`config.mk`:
```
export PLATFORM = sky130hd
export DESIGN_NAME = mux8_rr_scheduler
export DESIGN_NICKNAME = d
export VERILOG_FILES = /design/src/rtl/mux8_sched_pkg.sv /design/src/rtl/rr_pick8.sv /design/src/rtl/mux8_rr_scheduler.sv
export SDC_FILE = /design/constraint.sdc
export NUM_CORES = 1
export LEC_CHECK = 0
export ABC_AREA = 0
export ABC_CLOCK_PERIOD_IN_PS = 3600
export CORE_MARGIN = 4
export CORE_UTILIZATION = 45
export CTS_CLUSTER_SIZE = 8
export DETAILED_ROUTE_END_ITERATION = 12
export HOLD_SLACK_MARGIN = 0.08
export PLACE_DENSITY = 0.74
export SYNTH_ARGS = -nofsm -noshare
export SYNTH_HDL_FRONTEND = slang
export SYNTH_SLANG_ARGS = --single-unit
```
`constraint.sdc`:
```
create_clock -name clk -period 3.6 [get_ports clk]
set_input_delay 0.72 -clock clk [delete_from_list [all_inputs] [get_ports clk]]
set_output_delay 0.72 -clock clk [all_outputs]
set_load 0.01 [all_outputs]
```
`src/rtl/mux8_sched_pkg.sv`:
```
// Shared constants and state encoding for the 8-way round-robin mux scheduler.
package mux8_sched_pkg;

    localparam int NUM_REQ = 8;
    localparam int SEL_W   = 3;
    localparam int CNT_W   = 4;

    typedef enum logic [1:0] {
        IDLE  = 2'd0,
        GRANT = 2'd1,
        GAP   = 2'd2
    } state_t;

endpackage

```
`src/rtl/rr_pick8.sv`:
```
// Round-robin pick: first set request at or after ptr, wrapping 7 -> 0.
module rr_pick8
    import mux8_sched_pkg::*;
(
    input  logic [NUM_REQ-1:0] req,
    input  logic [SEL_W-1:0]   ptr,
    output logic [SEL_W-1:0]   pick,
    output logic               any
);

    logic [2*NUM_REQ-1:0] dbl;
    logic [NUM_REQ-1:0]   rot;
    logic [SEL_W-1:0]     idx;

    // Rotate right by ptr so the search origin lands on bit 0.
    always_comb begin
        dbl = {req, req} >> ptr;
        rot = dbl[NUM_REQ-1:0];
    end

    // Priority encode the rotated vector (lowest bit wins), then undo the rotation.
    always_comb begin
        idx = '0;
        for (int i = NUM_REQ - 1; i >= 0; i--) begin
            if (rot[i]) idx = SEL_W'(i);
        end
        pick = idx + ptr;
        any  = |req;
    end

endmodule

```
`src/rtl/mux8_rr_scheduler.sv`:
```
// Round-robin scheduler for a shared 8:1 mux: bounded bursts, guard gap
// after every release, select only moves on the IDLE -> GRANT edge.
module mux8_rr_scheduler
    import mux8_sched_pkg::*;
#(
    parameter int BURST_MAX  = 4,
    parameter int GAP_CYCLES = 1
) (
    input  logic               clk,
    input  logic               rst_n,
    input  logic [NUM_REQ-1:0] req,
    input  logic               done,
    output logic [SEL_W-1:0]   sel,
    output logic [NUM_REQ-1:0] gnt,
    output logic               gnt_valid,
    output logic               busy
);

    state_t             state, state_d;
    logic [SEL_W-1:0]   ptr, ptr_d;
    logic [CNT_W-1:0]   burst_cnt, burst_d;
    logic [1:0]         gap_cnt, gap_d;
    logic [SEL_W-1:0]   sel_d;
    logic [NUM_REQ-1:0] gnt_d;
    logic               gnt_valid_d, busy_d;

    logic [SEL_W-1:0]   pick;
    logic               any;
    logic               release_now;
    logic               start_grant;

    rr_pick8 u_pick (
        .req  (req),
        .ptr  (ptr),
        .pick (pick),
        .any  (any)
    );

    // Release conditions for the active grant; all three collapse into one release.
    always_comb begin
        release_now = done || !req[sel] || (burst_cnt == CNT_W'(BURST_MAX));
        start_grant = (state == IDLE) && any;
    end

    // State register.
    always_ff @(posedge clk or negedge rst_n) begin
        if (!rst_n) state <= IDLE;
        else        state <= state_d;
    end

    // Next-state logic.
    always_comb begin
        state_d = state;
        unique case (state)
            IDLE:    if (any)          state_d = GRANT;
            GRANT:   if (release_now)  state_d = GAP;
            GAP:     if (gap_cnt <= 2'd1) state_d = IDLE;
            default:                   state_d = IDLE;
        endcase
    end

    // Next values for counters and the registered outputs.
    always_comb begin
        ptr_d       = ptr;
        burst_d     = burst_cnt;
        gap_d       = gap_cnt;
        sel_d       = sel;
        gnt_d       = '0;
        gnt_valid_d = (state_d == GRANT);
        busy_d      = (state_d != IDLE);
        if (start_grant) begin
            ptr_d   = pick + SEL_W'(1);
            burst_d = CNT_W'(1);
            sel_d   = pick;
            gnt_d   = NUM_REQ'(1) << pick;
        end else if (state == GRANT) begin
            if (release_now) begin
                gap_d = 2'(GAP_CYCLES);
            end else begin
                gnt_d   = gnt;
                burst_d = (burst_cnt == '1) ? burst_cnt : burst_cnt + 1'b1;
            end
        end else if (state == GAP) begin
            gap_d = gap_cnt - 2'd1;
        end
    end

    // Counters and output registers; reset clears the grant without waiting for a clock.
    always_ff @(posedge clk or negedge rst_n) begin
        if (!rst_n) begin
            ptr       <= '0;
            burst_cnt <= '0;
            gap_cnt   <= '0;
            sel       <= '0;
            gnt       <= '0;
            gnt_valid <= 1'b0;
            busy      <= 1'b0;
        end else begin
            ptr       <= ptr_d;
            burst_cnt <= burst_d;
            gap_cnt   <= gap_d;
            sel       <= sel_d;
            gnt       <= gnt_d;
            gnt_valid <= gnt_valid_d;
            busy      <= busy_d;
        end
    end

endmodule

```
* Word level (Yosys, flattened, before mapping)
Cells that the tools add are included.
Storage, ports and cells: bits in registers 24, output and inout bits 13
Cells by class: add/sub/neg operators 4, order comparisons 2, equality and inequality tests 9, shift operators 2, multiplexer cells 24, bitwise gates (word level) 1, reductions and logical operators 11
Operator list (number):
- $mux 3 | 8
- $mux 8 | 3
- $mux 4 | 4
- $shr 16x3->8 | 1
- $mux 2 | 6
- $reduce_or 8->1 | 1
- $shl 1x3->8 const A | 1
- $pmux 2 s3 | 1
- $reduce_and 3->1 | 2
- $reduce_bool 2->1 | 3
- $add 4x1->4 const B | 1
- $eq 2x1->1 const B | 2
- $eq 4x3->1 const B | 1
- $eq 4x4->1 const B | 1
- $lt 3x4->1 const B | 1
- $ne 2x2->1 const B | 2
- $add 3x1->3 const B | 1
- $add 3x3->3 | 1
- $bmux 1 s3 | 1
- $ne 3x3->1 const B | 1
- $eq 2x2->1 const B | 1
- $le 2x1->1 const B | 1
- $logic_not 2->1 | 1
- $logic_or 1x1->1 | 2
- 6 further kinds | 6

* Depth between registers and ports, before layout
Gate-level depths: netlist of the first run.
depth in word-level cells 12, mapped depth 17

* By module
A second synthesis of the first run with hierarchy kept.
Second synthesis, totals: cells, all modules 182, area, all modules 1820.5 um2
By module, submodules not included:
- mux8_rr_scheduler | times used 1, cells an instance 132, area an instance 1301.2 um2, sequential area each 600.6 um2
- rr_pick8 | times used 1, cells an instance 50, area an instance 519.2 um2, sequential area each 0.0 um2

* Least setup slack after synthesis of the first run
No wires, ideal clock.
path type input-to-reg, from input port req[6], to register ptr[2], data arrival time 3497 ps, path slack -14 ps, cell stages on the path 15, buffers on the path 1, path through clkbuf_2 mux4_2 a21oi_1 nor3_1 or4_1 a21oi_1 ha_1 inv_1 fa_1 xnor2_1 nor3_2 nor2_1 ha_1 nand2_1 nand2_1
Between the ends: word-level cells in the longest chain between the ends 11, elaborated cells on any way between the ends 13, those cells by class add/sub: 2; shift: 1; mux: 8; reduce/logical: 2
RTL lines:
- start: declaration | RTL line mux8_rr_scheduler.sv:11 | input logic [NUM_REQ-1:0] req,
- $shr 16x3->8 | RTL line rr_pick8.sv:17 | dbl = {req, req} >> ptr;
- $mux 3 (8 in series) | RTL line rr_pick8.sv:25 | if (rot[i]) idx = SEL_W'(i);
- $add 3x3->3 | RTL line rr_pick8.sv:27 | pick = idx + ptr;
- $add 3x1->3 | RTL line mux8_rr_scheduler.sv:72 | ptr_d = pick + SEL_W'(1);
- end signal: assignment | RTL line mux8_rr_scheduler.sv:99 | ptr <= ptr_d;
- end: declaration | RTL line mux8_rr_scheduler.sv:20 | logic [SEL_W-1:0] ptr, ptr_d;
Parallel ways exist; a longest one is shown, timed or not. A chain may end at the register's enable or synchronous reset.

* Worst setup path after layout of the first run
from input port req[3], to register gnt[4]
Between the ends: word-level cells in the longest chain between the ends 12, elaborated cells on any way between the ends 20, those cells by class add/sub: 1; eq/ne: 1; shift: 2; mux: 11; reduce/logical: 5
RTL lines:
- $shr 16x3->8 | RTL line rr_pick8.sv:17
- $mux 3 (8 in series) | RTL line rr_pick8.sv:25
- $add 3x3->3 | RTL line rr_pick8.sv:27
- $shl 1x3->8 | RTL line mux8_rr_scheduler.sv:75 | gnt_d = NUM_REQ'(1) << pick;
- $mux 8 | RTL line mux8_rr_scheduler.sv:71 | if (start_grant) begin
- end signal: assignment | RTL line mux8_rr_scheduler.sv:103 | gnt <= gnt_d;
- end: declaration | RTL line mux8_rr_scheduler.sv:14 | output logic [NUM_REQ-1:0] gnt,
Parallel ways exist; a longest one is shown, timed or not. The select of a mux whose other input is x is not followed.

==> results_dict.tcl, run 1 <==
set metrics [dict create \
    synth_warnings 0 \
    die_x_um 75.5 \
    async_reset_ff_frac 1.00 \
    final_cell_mix "buf_4 (35), nand2_1 (30), dfrtp_1 (24)" \
    p_leak_nw 1.23 \
    p_total_mw 2.60 \
    outcome "complete, no violations" \
    placed_cells_incl_taps 338 \
    num_rows 24 \
    r2r_cells 13 \
    rrSetupSlack_ns 0.26 \
    core_sq_mm 0.00438 \
    h-tree-depth 1 \
    syn_nets 263 \
    cts_made_buffers 3 \
    cp.required_ns 3.81 \
    clk-insertion-delay-late_ns 0.27 \
    setup_viol 0 \
    synth_compound_area_frac 0.196 \
    syn_inst 238 \
    clock_path_buffers 2 \
    synth_top_family_by_area "simple AND/OR/NAND/NOR gates" \
    die_h_um 75.5 \
    ios 24 \
    cp-start-kind "input pin" \
    drc 0 \
    path_cells "dlygate4sd2_1 > mux4_2 > a21oi_2 > nor3_1 > or4_4 > a21oi_2 > ha_2 > inv_2 > fa_2 > xor2_1 > buf_4 > and3_1 > o21ai_0 > nand3_1" \
    crit_type "input pin to flip-flop" \
    viasPerCell 5.87 \
    clkPwrFrac 0.091 \
    p_int_mw 1.47 \
    antenna_found_initial 0 \
    ys_dominant_reg_cell "dfrtp_1" \
    synth_edf_count 0 \
    grt_pass1_vias 1919 \
    hold_path_depth 1 \
    p_per_area_mw_per_mm2 944 \
    rsz0062_at_grt "yes" \
    cts.hold.buffers_added 0 \
    globalRouteOverflowTotal 0 \
    instances_no_fill 343 \
    ys_seq_area_frac 0.293 \
    wl_per_cell_um 14.9 \
    synth-simple-area-share 0.280 \
    relSlewSlack 0.602 \
    n_antenna_cell 0 \
    cp_slowest_stage_delay_ns 0.52 \
    cp_num_buf_inv 3 \
    r2r-end "gnt[4]" \
    cpMaxStageDelayCell "or4_4" \
    ir_drop_mv 0.513 \
    power.switching_mw 1.13 \
    syn2layout_area_growth_pct 34.7 \
    fin_skew_ns 0.00273 \
    drt-pass1-iter-count 4 \
    grt_usage 0.190 \
    gp_congestion 0.859 \
    synth_seq_cells 24 \
    drtIter0Drc 106 \
    worstMarginPinSlew_ns 0.594 \
    min_path_type "flip-flop to flip-flop" \
    fin_crit_ns 3.48 \
    switching_share 0.434 \
    cp_common_cell "a21oi_2" \
    dieArea_sq_mm 0.00569 \
    port_buffers 23 \
    avgSynthCellArea_sq_um 8.61 \
    r2r_start "ptr[2]" \
    grt_pass1_wl_mm 8.53 \
    routed_wl_mm 5.11 \
    critPathCaptureType "flip-flop" \
    synth_xor_xnor_area_share 0.0128 \
    syn_area_sq_mm 0.00205 \
    layout_commonest_cell "buf_4" \
    grt_max_degree 25 \
    maxCapViolations 0 \
    slew_violations 0 \
    fin_crit_sh 0.966 \
    drtAntennaViolNets 0 \
    holdCritStartpoint "gap_cnt[0]" \
    combPwrFrac 0.727 \
    hpwl_mm 3.80 \
    cts_sinks 24 \
    crit_family "simple AND/OR/NAND/NOR gates" \
    fmax_mhz 287 \
    drive_gt1_frac 0.302 \
    nets 317 \
    vias 2014 \
    cp_max_fo 4 \
    tritoncts "yes" \
    hold_end "gap_cnt[0]" \
    start_util 0.467 \
    synth-adder-area-share 0.0892 \
    sequentialPowerShare 0.182 \
    clk_pin_slew_ns 0.09 \
    fill_cells 381 \
    synthMuxAreaShare 0.0739 \
    cp_data_arrival_time_ns 3.69 \
    hold_viol_final 0 \
    clockRootBuffer "clkbuf_8" \
    ys_types 57 \
]
through the flow:
stage | instance area (sq um) | hold slack, ns | worst slack [ns] | setup TNS, ns | utilization
floorplan | 2050 | 0.424 | 0.0282 | 0 | -
global placement | 2560 | 0.474 | -0.262 | -2.17 | 0.583
detailed placement | 2560 | 0.483 | -0.323 | -2.93 | 0.583
CTS | 2670 | 0.501 | 0.0000266 | 0 | 0.609
global route | 2760 | 0.531 | -0.0215 | -0.0452 | 0.629
finish | 2760 | 0.494 | 0.121 | 0 | 0.629
worst max-delay path by stage:
stage / from / end / cells after the start
final: req[3] / gnt[4] / 14
after global routing: req[6] / gnt[4] / 14
after CTS: req[1] / ptr[2] / 15
after detailed placement: req[3] / ptr[2] / 15
after global placement: req[2] / ptr[2] / 14
after floorplan: req[6] / ptr[2] / 15
sequential cells by signal, indices dropped and copies added, names as in the netlist:
| signal | cells |
|---|---|
| gnt_valid | 1 |
| busy | 1 |
| ptr | 3 |
| sel | 3 |
| state | 2 |
| burst_cnt | 4 |
| gnt | 8 |
| gap_cnt | 2 |
cell families after synthesis:
logic type | Yosys count
adders and majority gates | 14
xor gates and xnor gates | 3
muxes | 10
buffers and inverters | 25
and+or+nand+nor | 105
AOI/OAI and AO/OA | 57
DFF | 24
cell type report:
cell class | count | area, sq um | share of cell area
Timing Repair Buffer | 61 | 524 | 0.190
Tap cell | 52 | 65.1 | 0.0236
Sequential cell | 24 | 601 | 0.218
Clock inverter | 1 | 30.0 | 0.0109
Multi-Input combinational cell | 189 | 1450 | 0.525
Inverter | 13 | 48.8 | 0.0177
Clock buffer | 3 | 41.3 | 0.0150
timing repair:
item | in CTS | in global routing
setup endpoints to repair | 7 | 10
buffers inserted | 1 | 0
pin swaps | 6 | 11
resized for setup | 16 | 22
power by group through the flow:
| stage | sequential, mW | combinational (mW) | clock (mW) |
|---|---|---|---|
| after floorplan | 0.456 | 1.06 | 0 |
| after global routing | 0.486 | 2.09 | 0.252 |
| after detailed placement | 0.474 | 1.64 | 0 |
| after global placement | 0.471 | 1.59 | 0 |
| after CTS | 0.471 | 1.72 | 0.240 |
| final | 0.473 | 1.89 | 0.238 |
Yosys cell counts (3+ instances only):
master    number  area (sq um)
nand2_1       30           113
mux4_2         4          90.1
a31oi_1        4          25.0
and3_1         9          56.3
ha_1          13           163
o31ai_2        3          37.5
nor3_1         6          30.0
nor2_1        12          45.0
o31ai_1        3          22.5
mux2i_1        5          50.1
a21oi_1        9          45.0
buf_2          5          25.0
nor2b_1        6          37.5
inv_1         13          48.8
dfrtp_1       24           601
o21ai_0       16          80.1
clkbuf_1       4          15.0
a21o_1         3          22.5
nand3_1       21           105
layer usage:
| metal | wire length [um] | track usage | share of wire | up-vias |
|---|---|---|---|---|
| met5 | 0 | 0 | 0 | - |
| met2 | 2560 | 0.333 | 0.50 | 60 |
| met3 | 267 | 0.0264 | 0.052 | 4 |
| met4 | 46 | 0.0563 | 0.0090 | 0 |
| met1 | 2240 | 0.241 | 0.44 | 977 |
| li1 | - | - | - | 973 |
No activity file was read; power rests on OpenSTA's default activity.
==> inputs of run 2 (changes only) <==
--- a/config.mk
+++ b/config.mk
@@ -7,12 +7,14 @@
 export LEC_CHECK = 0
 export ABC_AREA = 0
 export ABC_CLOCK_PERIOD_IN_PS = 3600
-export CORE_MARGIN = 4
+export CORE_ASPECT_RATIO = 0.5
+export CORE_MARGIN = 5
 export CORE_UTILIZATION = 45
 export CTS_CLUSTER_SIZE = 8
 export DETAILED_ROUTE_END_ITERATION = 12
 export HOLD_SLACK_MARGIN = 0.08
 export PLACE_DENSITY = 0.74
+export SKIP_LAST_GASP = 1
 export SYNTH_ARGS = -nofsm -noshare
 export SYNTH_HDL_FRONTEND = slang
 export SYNTH_SLANG_ARGS = --single-unit
==> run 2 against run 1 <==
Clock power hardly changed. Final area fell by 2.4%. Die area is 6.8% higher. Count of clock-buffer cells in the layout is the same. Largest power group unchanged.
==> results_dict.tcl, run 2 (synthesis gave the netlist of run 1 again) <==
set metrics [dict create \
    syn2layout_area_growth_pct 31.4 \
    slew_violations 0 \
    reg_top3 "gnt x8, burst_cnt x4" \
    setup_viol 0 \
    largest_register_ffs 8 \
    final_util 0.611 \
    antenna_found_initial 0 \
    vias 1984 \
    cts.hold.buffers_added 0 \
    fmax_mhz 290 \
    path_cells "clkdlybuf4s15_1 > mux4_2 > a21oi_2 > nor3_1 > or4_4 > a21oi_4 > ha_2 > inv_2 > fa_2 > xnor2_2 > nor3_2 > nor2_1 > ha_1 > nand2_1 > nand2_1" \
    crit_type "input pin to flip-flop" \
    die_h_um 57.7 \
    drc 0 \
    fin_crit_sh 0.958 \
    globalRouteOverflowTotal 0 \
    dieArea_sq_mm 0.00608 \
    die_x_um 105 \
    final_cell_mix "buf_4 (38), nand2_1 (30), dfrtp_1 (24)" \
    clock_path_buffers 2 \
    crit_start "req[2]" \
    grt_usage 0.187 \
    placed_cell_area_sq_mm 0.00256 \
    critPathCaptureType "flip-flop" \
    grt_pass1_wl_mm 9.38 \
    p_total_mw 2.51 \
    maxCapViolations 0 \
    relSlewSlack 0.266 \
    start_util 0.465 \
    place_ws_ns -0.450 \
    hold_viol_final 0 \
    ios 24 \
    worstMarginPinSlew_ns 1.10 \
    p_per_area_mw_per_mm2 933 \
    cp_slowest_stage_delay_ns 0.51 \
    cp_common_cell "nand2_1" \
    fin_setup_tns_ns 0 \
    cp_max_fo 2 \
    p_leak_nw 1.20 \
    r2r-end "ptr[2]" \
    grt_pass1_vias 1992 \
    n_antenna_cell 0 \
    drive_gt1_frac 0.271 \
    wl_per_cell_um 16.0 \
    cp-endpoint "ptr[2]" \
    drtIter0Drc 72 \
    port_buffers 23 \
    r2r_start "ptr[2]" \
    num_rows 17 \
    cp_data_arrival_time_ns 3.61 \
    whs_ns 0.500 \
    crit_family "simple AND/OR/NAND/NOR gates" \
    fin_crit_ns 3.45 \
    cts_made_buffers 3 \
    cp_num_cells 15 \
    min_path_type "flip-flop to flip-flop" \
    tritoncts "yes" \
    setup_ws_ns 0.152 \
    instances_no_fill 348 \
    cp-start-kind "input pin" \
    clk_pin_slew_ns 0.09 \
    largest-register "gnt" \
    r2r_cells 14 \
    outcome "complete, no violations" \
    rrSetupSlack_ns 0.18 \
    gp_congestion 0.876 \
    ir_drop_mv 0.378 \
    cp_num_buf_inv 2 \
    routed_wl_mm 5.56 \
    cts_sinks 24 \
    layout_commonest_cell "buf_4" \
    hpwl_mm 4.06 \
    clk-insertion-delay-late_ns 0.27 \
    drtAntennaViolNets 0 \
    placed_cells_incl_taps 343 \
    nets 317 \
    core_sq_mm 0.00440 \
    cpMaxStageDelayCell "or4_4" \
    viasPerCell 5.70 \
    fin_skew_ns 0.00332 \
    clockRootBuffer "clkbuf_8" \
    h-tree-depth 1 \
    grt_max_degree 25 \
    stdcell_area_sq_mm 0.00269 \
    cp.required_ns 3.77 \
    drt-pass1-iter-count 7 \
]
==> run 2: worst min-delay path: cells and delay by family (launching register included) <==
family / cells / cell delay (ns)
flip-flops: 1 / 0.35
AND/OR/NAND/NOR: 2 / 0.12
==> run 2: power by group <==
part | leakage, nW | internal, mW | switching [mW]
combinational | 0.863 | 0.866 | 0.929
clock | 0.0357 | 0.149 | 0.0915
sequential | 0.305 | 0.370 | 0.105
==> run 2: per-layer routing <==
metal,global-route usage,share of wire,up-vias
li1,-,-,973
met1,0.236,0.47,968
met2,0.337,0.49,39
met3,0.0367,0.030,4
met4,0.0374,0.0094,0
met5,0,0,-
==> run 2: area by class of cell <==
class / count / area [sq um]
clock inverter: 1 / 30.0
timing repair buffer: 61 / 507
tap: 57 / 71.3
fill: 370 / 1710
multi-input combinational: 189 / 1390
inverter: 13 / 48.8
sequential: 24 / 601
clock buffer: 3 / 41.3
==> run 2: how the worst min path moves through the flow <==
stage | start | to | cells after the start
floorplan | rst_n | burst_cnt[0] | 0
global placement | gap_cnt[0] | gap_cnt[0] | 1
detailed placement | gnt[1] | gnt[1] | 2
CTS | gnt[1] | gnt[1] | 2
global route | gnt[1] | gnt[1] | 2
finish | gnt[1] | gnt[1] | 2
==> run 2: repair_timing <==
item / in CTS / in global routing
setup endpoints to repair: 10 / 10
pin swaps: 9 / 4
gates resized for setup: 22 / 6
setup buffers: 1 / 0
==> inputs of run 3 (changes only) <==
--- a/config.mk
+++ b/config.mk
@@ -14,6 +14,7 @@
 export DETAILED_ROUTE_END_ITERATION = 12
 export HOLD_SLACK_MARGIN = 0.08
 export PLACE_DENSITY = 0.74
+export RECOVER_POWER = 100
 export SKIP_LAST_GASP = 1
 export SYNTH_ARGS = -nofsm -noshare
 export SYNTH_HDL_FRONTEND = slang
==> run 3 against run 2 <==
Utilization is 0.60 points lower. Count of clock-buffer cells in the layout unchanged. Clock power hardly changed. Highest routed layer unchanged.
==> results_dict.tcl, run 3 (synthesis gave the netlist of run 1 again) <==
set metrics [dict create \
    h-tree-depth 1 \
    layout_commonest_cell "buf_4" \
    whs_ns 0.496 \
    clk-insertion-delay-late_ns 0.27 \
    setup_viol 0 \
    gp_congestion 0.876 \
    p_total_mw 2.47 \
    start_util 0.465 \
    n_antenna_cell 0 \
    die_h_um 57.7 \
    fin_crit_sh 0.954 \
    largest_register_ffs 8 \
    fin_skew_ns 0.00352 \
    tritoncts "yes" \
    p_per_area_mw_per_mm2 925 \
    grt_usage 0.187 \
    hold_viol_final 0 \
    reg_top3 "gnt x8, burst_cnt x4" \
    drtAntennaViolNets 0 \
    placed_cell_area_sq_mm 0.00256 \
    cp.required_ns 3.77 \
    min_path_type "flip-flop to flip-flop" \
    clock_path_buffers 2 \
    critPathCaptureType "flip-flop" \
    stdcell_area_sq_mm 0.00267 \
    die_x_um 105 \
    fill_cells 374 \
    hpwl_mm 4.06 \
    wl_per_cell_um 15.8 \
    final_cell_mix "buf_4 (36), nand2_1 (30), dfrtp_1 (24)" \
    routed_wl_mm 5.51 \
    maxCapViolations 0 \
    drtIter0Drc 66 \
    clk_pin_slew_ns 0.09 \
    fmax_mhz 291 \
    place_ws_ns -0.450 \
    drt-pass1-iter-count 4 \
    fin_crit_ns 3.43 \
    viasPerCell 5.68 \
    num_rows 17 \
    core_sq_mm 0.00440 \
    setup_ws_ns 0.167 \
    ir_drop_mv 0.370 \
    slew_violations 0 \
    port_buffers 23 \
    relSlewSlack 0.108 \
    grt_max_degree 25 \
    clockRootBuffer "clkbuf_8" \
    cp_max_fo 2 \
    syn2layout_area_growth_pct 30.1 \
    grt_pass1_wl_mm 9.38 \
    crit_type "input pin to flip-flop" \
    vias 1976 \
    ios 24 \
    largest-register "gnt" \
    cts_sinks 24 \
    p_leak_nw 1.23 \
    antenna_found_initial 0 \
    cp-start-kind "input pin" \
    grt_pass1_vias 1992 \
    nets 317 \
    cts_made_buffers 3 \
    dieArea_sq_mm 0.00608 \
    drc 0 \
    outcome "complete, no violations" \
    ff_latch_area_sq_um 601 \
    multiInputGateArea_sq_mm 0.00137 \
    worstMarginPinSlew_ns 1.33 \
    drive_gt1_frac 0.254 \
    cp_data_arrival_time_ns 3.60 \
    globalRouteOverflowTotal 0 \
]
[run 3: changes by cell type in the layout (fill, tap and decap cells not counted), sizes merged]
| cell | previous run | this run |
|---|---|---|
| buf | 39 | 37 |
| clkbuf | 3 | 5 |
| clkdlybuf4s50 | 15 | 1 |
| dlygate4sd3 | 0 | 14 |
[run 3: cell type report]
cell class / instances / area share
clock buffers: 3 / 0.0155
clock inverters: 1 / 0.0113
inverters: 13 / 0.0183
multi-input cells: 189 / 0.514
flip-flops and latches: 24 / 0.225
well taps: 57 / 0.0268
repair buffers: 61 / 0.189
[run 3: path summary, 6_finish.rpt]
kind                            startpoint       end  slack (ns)  cells past startpoint
worst max-delay path                req[2]    ptr[2]        0.17                     15
worst min-delay path                gnt[1]    gnt[1]        0.50                      2
worst max register to register      ptr[2]    ptr[2]        0.20                     14
worst min register to register      gnt[1]    gnt[1]        0.50                      2
max in group asynchronous            rst_n    gnt[6]        1.83                      1
min in group asynchronous            rst_n  state[1]        1.11                      1
[run 3: layer usage]
layer | GRT usage | up-vias | part of all wire
met5 | 0 | - | 0
met4 | 0.0374 | 0 | 0.0094
met3 | 0.0367 | 4 | 0.026
met2 | 0.337 | 36 | 0.49
met1 | 0.236 | 965 | 0.47
li1 | - | 971 | -
[run 3: power by group]
group	internal (mW)	total [mW]	switching (mW)	leakage (nW)
logic	0.837	1.75	0.916	0.887
clock network	0.149	0.240	0.0915	0.0357
registers	0.370	0.473	0.103	0.305
[run 3: timing repair]
item | in CTS | in global routing
setup endpoints to repair | 10 | 10
hold buffers | 0 | 0
gates resized for setup | 22 | 6
pin swaps | 9 | 4
setup buffers | 1 | 0
[run 3: critical path, stage by stage]
cell,delay [ns]
clkdlybuf4s15_1,0.18
mux4_2,0.47
a21oi_2,0.11
nor3_1,0.06
or4_4,0.51
a21oi_4,0.14
ha_1,0.15
inv_1,0.05
fa_2,0.39
xnor2_2,0.18
nor3_2,0.16
nor2_1,0.09
ha_1,0.28
nand2_1,0.07
nand2_1,0.05
[run 3: per-stage QoR]
stage / TNS (ns) / util / std cells
floorplan: 0 / - / 238
global placement: -2.93 / 0.582 / 343
detailed placement: -3.50 / 0.582 / 343
CTS: 0 / 0.604 / 348
global route: -0.0165 / 0.605 / 348
finish: 0 / 0.605 / 348
